**config.mk**
```make
export PLATFORM = sky130hd
export DESIGN_NAME = ahb_decoder_mux
export DESIGN_NICKNAME = d
export VERILOG_FILES = /design/src/rtl/ahb_bus_pkg.sv /design/src/rtl/ahb_default_slave.sv /design/src/rtl/ahb_decoder_mux.sv
export SDC_FILE = /design/constraint.sdc
export NUM_CORES = 1
export LEC_CHECK = 0
export CAP_MARGIN = 20
export CORE_ASPECT_RATIO = 1.1
export CORE_MARGIN = 1.5
export CORE_UTILIZATION = 32
export DETAILED_ROUTE_END_ITERATION = 12
export PLACE_DENSITY = 0.92
export SLEW_MARGIN = 20
export SYNTH_ARGS = -nofsm -noshare
export SYNTH_HDL_FRONTEND = slang
export SYNTH_SLANG_ARGS = --single-unit
```
**constraint.sdc**
```tcl
create_clock -name HCLK -period 7 [get_ports HCLK]
set_clock_uncertainty 0.1 [all_clocks]
set_input_delay 2.1 -clock HCLK [delete_from_list [all_inputs] [get_ports HCLK]]
set_output_delay 2.1 -clock HCLK [all_outputs]
set_load 0.005 [all_outputs]
```
**src/rtl/ahb_bus_pkg.sv**
```systemverilog
// Shared AHB encodings, region codes, slave indices and response payload.
package ahb_bus_pkg;

  localparam int unsigned ADDR_W   = 32;
  localparam int unsigned DATA_W   = 32;
  localparam int unsigned TRANS_W  = 2;
  localparam int unsigned RESP_W   = 2;
  localparam int unsigned REGION_W = 3;
  localparam int unsigned CNT_W    = 16;

  localparam logic [TRANS_W-1:0] HTRANS_IDLE   = 2'b00;
  localparam logic [TRANS_W-1:0] HTRANS_BUSY   = 2'b01;
  localparam logic [TRANS_W-1:0] HTRANS_NONSEQ = 2'b10;
  localparam logic [TRANS_W-1:0] HTRANS_SEQ    = 2'b11;

  localparam logic [RESP_W-1:0] HRESP_OKAY  = 2'b00;
  localparam logic [RESP_W-1:0] HRESP_ERROR = 2'b01;

  localparam logic [REGION_W-1:0] REGION_ROM = 3'b000;
  localparam logic [REGION_W-1:0] REGION_RAM = 3'b001;
  localparam logic [REGION_W-1:0] REGION_PER = 3'b010;

  localparam logic [DATA_W-1:0] HRDATA_DEFAULT = 32'h0000_0000;

  typedef enum logic [1:0] {
    SLV_ROM = 2'd0,
    SLV_RAM = 2'd1,
    SLV_PER = 2'd2,
    SLV_DEF = 2'd3
  } slv_idx_e;

  typedef struct packed {
    logic [DATA_W-1:0] rdata;
    logic              ready;
    logic [RESP_W-1:0] resp;
  } ahb_rsp_t;

  // Map the top address bits onto a slave index; unmapped goes to the default slave.
  function automatic slv_idx_e decode_region(input logic [REGION_W-1:0] region);
    case (region)
      REGION_ROM: return SLV_ROM;
      REGION_RAM: return SLV_RAM;
      REGION_PER: return SLV_PER;
      default:    return SLV_DEF;
    endcase
  endfunction

  // NONSEQ and SEQ are the only transfer types that carry data.
  function automatic logic is_active(input logic [TRANS_W-1:0] htrans);
    return (htrans == HTRANS_NONSEQ) || (htrans == HTRANS_SEQ);
  endfunction

endpackage

```
**src/rtl/ahb_default_slave.sv**
```systemverilog
// Default slave: two-cycle ERROR response for active transfers to unmapped space,
// plus a saturating count of those errors.
module ahb_default_slave
  import ahb_bus_pkg::*;
(
  input  logic               clk,
  input  logic               rst_n,
  input  logic               hready,
  input  logic               sel_def,
  input  logic [TRANS_W-1:0] htrans,
  input  logic               err_clr,
  output logic               ds_hready,
  output logic [RESP_W-1:0]  ds_hresp,
  output logic [CNT_W-1:0]   err_cnt
);

  typedef enum logic [1:0] {
    DS_IDLE = 2'd0,
    DS_ERR1 = 2'd1,
    DS_ERR2 = 2'd2
  } ds_state_e;

  ds_state_e         state_q, state_d;
  logic              hready_d;
  logic [RESP_W-1:0] hresp_d;
  logic              accept;
  logic              err_inc;

  assign accept = hready && sel_def && is_active(htrans);

  // State and the state-derived response registers.
  always_ff @(posedge clk or negedge rst_n) begin
    if (!rst_n) begin
      state_q   <= DS_IDLE;
      ds_hready <= 1'b1;
      ds_hresp  <= HRESP_OKAY;
    end else begin
      state_q   <= state_d;
      ds_hready <= hready_d;
      ds_hresp  <= hresp_d;
    end
  end

  // Next state, next response and error-count increment.
  always_comb begin
    state_d  = state_q;
    hready_d = 1'b1;
    hresp_d  = HRESP_OKAY;
    err_inc  = 1'b0;
    case (state_q)
      DS_IDLE: begin
        if (accept) begin
          state_d = DS_ERR1;
          err_inc = 1'b1;
        end
      end
      DS_ERR1: begin
        state_d = DS_ERR2;
      end
      DS_ERR2: begin
        if (accept) begin
          state_d = DS_ERR1;
          err_inc = 1'b1;
        end else begin
          state_d = DS_IDLE;
        end
      end
      default: begin
        state_d = DS_IDLE;
      end
    endcase
    case (state_d)
      DS_ERR1: begin
        hready_d = 1'b0;
        hresp_d  = HRESP_ERROR;
      end
      DS_ERR2: begin
        hready_d = 1'b1;
        hresp_d  = HRESP_ERROR;
      end
      default: begin
        hready_d = 1'b1;
        hresp_d  = HRESP_OKAY;
      end
    endcase
  end

  // Saturating error counter; a clear wins over history but not over a same-cycle error.
  always_ff @(posedge clk or negedge rst_n) begin
    if (!rst_n) begin
      err_cnt <= '0;
    end else if (err_clr) begin
      err_cnt <= CNT_W'(err_inc);
    end else if (err_inc && (err_cnt != {CNT_W{1'b1}})) begin
      err_cnt <= err_cnt + CNT_W'(1);
    end
  end

endmodule

```
**src/rtl/ahb_decoder_mux.sv**
```systemverilog
// AHB address decoder and slave response multiplexer with a built-in default slave.
module ahb_decoder_mux
  import ahb_bus_pkg::*;
(
  input  logic               HCLK,
  input  logic               HRESETn,
  input  logic [ADDR_W-1:0]  HADDR,
  input  logic [TRANS_W-1:0] HTRANS,
  output logic               HSEL_ROM,
  output logic               HSEL_RAM,
  output logic               HSEL_PER,
  input  logic [DATA_W-1:0]  HRDATA_ROM,
  input  logic [DATA_W-1:0]  HRDATA_RAM,
  input  logic [DATA_W-1:0]  HRDATA_PER,
  input  logic               HREADYOUT_ROM,
  input  logic               HREADYOUT_RAM,
  input  logic               HREADYOUT_PER,
  input  logic [RESP_W-1:0]  HRESP_ROM,
  input  logic [RESP_W-1:0]  HRESP_RAM,
  input  logic [RESP_W-1:0]  HRESP_PER,
  output logic [DATA_W-1:0]  HRDATA,
  output logic               HREADY,
  output logic [RESP_W-1:0]  HRESP,
  input  logic               ERR_CLR,
  output logic [CNT_W-1:0]   ERR_CNT
);

  slv_idx_e          addr_slv;
  slv_idx_e          dsel_q;
  logic              sel_def;
  logic              ds_hready;
  logic [RESP_W-1:0] ds_hresp;
  ahb_rsp_t          rsp;
  logic              unused_addr_bits;

  // Address-phase decode; only the region bits matter here.
  assign addr_slv         = decode_region(HADDR[ADDR_W-1 -: REGION_W]);
  assign sel_def          = (addr_slv == SLV_DEF);
  assign HSEL_ROM         = (addr_slv == SLV_ROM);
  assign HSEL_RAM         = (addr_slv == SLV_RAM);
  assign HSEL_PER         = (addr_slv == SLV_PER);
  assign unused_addr_bits = ^HADDR[ADDR_W-REGION_W-1:0];

  // Data-phase select follows the address phase only when the bus is ready.
  always_ff @(posedge HCLK or negedge HRESETn) begin
    if (!HRESETn) begin
      dsel_q <= SLV_DEF;
    end else if (HREADY) begin
      dsel_q <= addr_slv;
    end
  end

  // Response mux for the slave owning the current data phase.
  always_comb begin
    rsp = '{rdata: HRDATA_DEFAULT, ready: ds_hready, resp: ds_hresp};
    case (dsel_q)
      SLV_ROM: rsp = '{rdata: HRDATA_ROM, ready: HREADYOUT_ROM, resp: HRESP_ROM};
      SLV_RAM: rsp = '{rdata: HRDATA_RAM, ready: HREADYOUT_RAM, resp: HRESP_RAM};
      SLV_PER: rsp = '{rdata: HRDATA_PER, ready: HREADYOUT_PER, resp: HRESP_PER};
      default: rsp = '{rdata: HRDATA_DEFAULT, ready: ds_hready, resp: ds_hresp};
    endcase
  end

  assign HRDATA = rsp.rdata;
  assign HREADY = rsp.ready;
  assign HRESP  = rsp.resp;

  ahb_default_slave u_def (
    .clk       (HCLK),
    .rst_n     (HRESETn),
    .hready    (HREADY),
    .sel_def   (sel_def),
    .htrans    (HTRANS),
    .err_clr   (ERR_CLR),
    .ds_hready (ds_hready),
    .ds_hresp  (ds_hresp),
    .err_cnt   (ERR_CNT)
  );

endmodule

```
==> out/summary.txt <==
Outcome = completed
Final setup violation count = 0
Yosys reg bits = 22
CP Launch Type = input pin
Die width = 77.8 um
Final Hold Viols = 0
Cts bufs inserted = 3
Synth top area cells = dfrtp_1, mux2i_1, o21ai_0
Fin nets = 544
Synth Instances = 243
Drt initial violations = 104
Initial antenna violation count = 0
GR Overflow Total = 0
GR Util All Layers = 23.5%
Port bufs = 165
Hold Path Origin = u_def.state_q[1]
Vias per cell = 5.29
CP Max Fanout = 4
Min-Delay Path Class = reg2reg
Net Count, Synth = 387
DR WL/cell = 17.0 um
Biggest area consumer among synthesized cells = dfrtp_1
Max Clk Rate = 174 MHz
YS warnings = 0
Worst Tran Pin Value = 0.786 ns
First-pass DRT Iterations = 4
Setup bufs post-CTS = 0
Most used cell, CP = clkdlybuf4s50_1
Most used DFF post-synth = dfrtp_1
Die area = 6640 sq um
Post-synthesis sequential area ratio = 28.1%
Max clock buf depth = 2
Layout cells sized above 1 = 6.02%
Max_slew headroom = 47.4%
Initial Util = 33.7%
Top-area cell type share of the netlist area = 24.1%
Vias in the first global route = 2,406
Critical Path Stages = 3
Finished Core Util = 64.1%
Crit path time final = 5.75 ns
Drc violations = 0
Largest delay share family, worst path = buffers and inverters
Leak = 1.53 nW
Max-slew violation count = 0
Post-Syn Area = 1970 sq um
DR vias = 2,517
Setup TNS = 0 ns
Overall power = 0.884 mW
Global-route wire length before repair = 12.2 mm
Worst Hold Path Cells = 2
CORE AREA = 5840 sq um
Clock-pin slew on the worst setup and hold paths = 0.08 ns
VDD IR max = 0.000227 V
GPL Wtd Cong = 0.869
RSZ-0062 raised after global routing = false
CTS tree = yes
Clock sink total = 22
Async set-or-reset flop fraction in the synthesized netlist = 100%
Crit-path cells = clkdlybuf4s50_1, mux4_2, clkdlybuf4s50_1
Row Count = 29
I/O Pins = 196
Max-Cap Viols = 0
Layout fillers = 472
Top-count cell post-synth = nand2_1
DP HPWL = 6.35 mm
Number of synthesized flops with an enable pin = 0
N_diodes = 0
H-tree levels = 1
Pin count of the biggest net entering global routing = 39
Hold buffers post-CTS = 0
Final ANT Viol Nets = 0
Clock Latency Late Sink = 0.27 ns
Average cell area after synthesis = 8.11 sq um
Crit Path Category = in2out
Most instantiated cells after synthesis = nand2_1, o21ai_0, mux2i_1
Critical Path Source = HREADYOUT_ROM
Worst path bufs/invs = 2
Arrival time worst endpoint = 3.55 ns
Final wirelength = 8.10 mm
Area grow syn2layout = 90.1%
Max stage delay on crit path = 0.54 ns
PwrDens = 236 nW/um^2
R2R cell count = 5
Final WS setup = 1.25 ns
Netlist cell types = 35
Die H = 85.3 um
Crit end category = output pin
Final period util = 82.1%
Critical path's slowest cell = mux4_2
CTS Root Cell = clkbuf_8
CTS resizes = 0
Critical path data required time = 4.80 ns
FF-to-FF Start = dsel_q[1]
Pre-CTS WS = 1.25 ns
-- worst min-delay path, stage by stage (launching register included) --
cell and delay [ns]:
dfrtp_1 0.33, nand2b_1 0.13, inv_1 0.04
-- path summary, 6_finish.rpt --
kind,slack (ns),end
max,1.25,HREADY
min,0.43,u_def.state_q[1]
max reg2reg,4.23,u_def.err_cnt[10]
min reg2reg,0.43,u_def.state_q[1]
max in group asynchronous,4.76,dsel_q[0]
min in group asynchronous,1.67,u_def.err_cnt[9]
-- layout make-up --
type / instances / area [sq um] / area share (%)
timing repair buffer: 169 / 1680 / 44.8
clock inverter: 1 / 30.0 / 0.802
clock buffer: 3 / 41.3 / 1.10
tap: 77 / 96.3 / 2.57
inverter: 8 / 30.0 / 0.802
multi-input combinational: 196 / 1320 / 35.2
sequential: 22 / 554 / 14.8
-- report_power, final --
group	total, mW	internal [mW]	switching [mW]
logic	0.600	0.344	0.255
clock network	0.122	0.0766	0.0453
registers	0.163	0.148	0.0144
total	0.884	0.569	0.315
-- flip-flops by register name (all words and copies together) (netlist names) --
name             count
u_def.ds_hresp       1
dsel_q               2
u_def.state_q        2
u_def.ds_hready      1
u_def.err_cnt       16
-- through the flow --
step                instances  hold slack, ns  cell area (sq um)
global route              476           0.456               3750
finish                    476           0.430               3750
global placement          472           0.396               3670
detailed placement        472           0.408               3680
CTS                       476           0.424               3750
floorplan                 243           0.366               1970
-- cells by family after synthesis --
| logic type | share of synthesized area (%) |
|---|---|
| buffers and inverters | 5.40 |
| DFF | 28.1 |
| AOI/OAI and AO/OA | 16.8 |
| and+or+nand+nor | 26.5 |
| muxes | 21.9 |
| adders and majority gates | 1.27 |
-- cells in the final DEF (no fill, tap or decap), drive strengths merged, types with 3 or more instances in the layout --
cell,synthesis,layout
nor2b,9,9
buf,7,5
dfrtp,19,19
o31ai,6,6
nor3,4,4
mux2i,33,33
nor4,6,6
clkbuf,10,3
inv,8,8
nand4,4,4
nor2,8,8
or4,8,8
clkdlybuf4s50,0,164
dfstp,3,3
a21oi,11,11
o21ai,35,35
mux2,5,5
nand2,38,38
a211oi,3,3
nand3,8,8
and4,3,3
-- metal layers --
metal  vias up  GRT usage (%)  share of wire (%)
li1       1200              -                  -
met4         0           9.26                3.2
met3        19           5.16                9.7
met1      1139           27.7                 39
met5         -              0                  0
met2       159           41.3                 48
Note: power is estimated with default switching activity, not from simulation.
==> RTL change: new RTL, same flow settings <==
Set the package constant `CNT_W` to 20 (it was 16).
--- a/src/rtl/ahb_bus_pkg.sv
+++ b/src/rtl/ahb_bus_pkg.sv
@@ -6,7 +6,7 @@
   localparam int unsigned TRANS_W  = 2;
   localparam int unsigned RESP_W   = 2;
   localparam int unsigned REGION_W = 3;
-  localparam int unsigned CNT_W    = 16;
+  localparam int unsigned CNT_W    = 20;
 
   localparam logic [TRANS_W-1:0] HTRANS_IDLE   = 2'b00;
   localparam logic [TRANS_W-1:0] HTRANS_BUSY   = 2'b01;
Ports: changed (resized ERR_CNT); port bits go from 196 to 200. No check against the original RTL was run, so the function may have changed too.
==> RTL change against the original RTL <==
Routed wire length rose by 2.8%; via count increased by 2.6%; largest power group unchanged; power is 2.0% higher; worst setup slack worse by 0.097 ns; first-iteration DRC count down 45%; synthesized area increased by 11%; cell area rose by 6.4%; sequential cell count up 4.
==> RTL change: results (changes against the original RTL) <==
The global-route track usage on met2 came out at 0.4072 (was 0.4126). The xor and xnor area share after synthesis is 0.02009 (was 0). The routed length on met1 came out at 2.948 mm (was 3.147 mm). The reg2reg setup slack is 4.11 ns (was 4.23 ns). The number of DRC markers in iteration 0 is 57 (was 104).

The final critical-path share of the clock period came to 0.8347 (was 0.8208). The pin count of the biggest net entering global routing came out at 40 (was 39). The maximum vdd drop is 0.0002013 V (was 0.0002274 V).

The met2 wirelength from detailed routing is 4.478 mm (was 3.907 mm). The mean area per synthesized cell was 8.415 µm² (was 8.110 µm²). The total nets after synthesis is 403 (was 387). The number of vias after detailed routing came out at 2583 (was 2517). The worst reg2reg path depth came out at 7 (was 5). Most frequent cells after synthesis: nand2_1 (42), mux2i_1 (36), o21ai_1 (35) (was nand2_1 (38), o21ai_0 (35), mux2i_1 (33)).

The weighted congestion at the end of routability-driven global placement came out at 0.8074 (was 0.8692). Outcome: completed (unchanged). The max-slew headroom at the worst pin is 0.4441 (was 0.4743). The placed wire-length estimate came out at 6.739 mm (was 6.351 mm). The area of the multi-input gates is 0.001450 mm² (was 0.001318 mm²).

The final routed wirelength across all metal layers is 8.323 mm (was 8.097 mm). The layout cell share with drive strength beyond 1 is 0.04988 (was 0.06015). The number of distinct standard cells referenced by the synthesized netlist is 48 (was 35). The adder-cell share of the synthesized area is 0.01148 (was 0.01270).

The worst hold slack across all endpoints is 0.4213 ns (was 0.4302 ns). The wire length on met3 was 770 µm (was 782 µm). The worst-path maximum fanout came out at 8 (was 4). The share of the yosys chip area belonging to registers is 0.3002 (was 0.2813). The total instance count after detailed placement came out at 499 (was 472).

The internal power component came out at 0.0005767 W (was 0.0005692 W).
==> RTL change: cell count changes in the layout (fill, tap and decap cells not counted), sizes merged, moves of 4 or more <==
cell,before,now
o21ai,35,43
nor2,8,15
or4,8,1
clkdlybuf4s50,164,169
nor4,6,1
o31ai,6,1
or3,0,5
dfrtp,19,23
nand2,38,42
xor2,0,4
==> RTL change: power by group through the flow <==
stage               Sequential (W)  Clock [W]  Combinational, W
floorplan                 0.000183          0          0.000300
finish                    0.000234  0.0000857          0.000582
global placement          0.000238          0          0.000573
CTS                       0.000235  0.0000877          0.000589
global route              0.000240  0.0000952          0.000633
detailed placement        0.000238          0          0.000587
==> RTL change: final cells by class <==
class                      instances  area share
clock buffer                       4     0.01130
inverter                           5    0.005334
multi-input combinational        214      0.3637
sequential                        26      0.1641
tap                               82     0.02573
timing repair buffer             172      0.4299
==> RTL change: critical path, cell delays in order <==
cell	delay (ns)
clkdlybuf4s50_1	0.45
mux4_2	0.59
clkdlybuf4s50_1	0.49
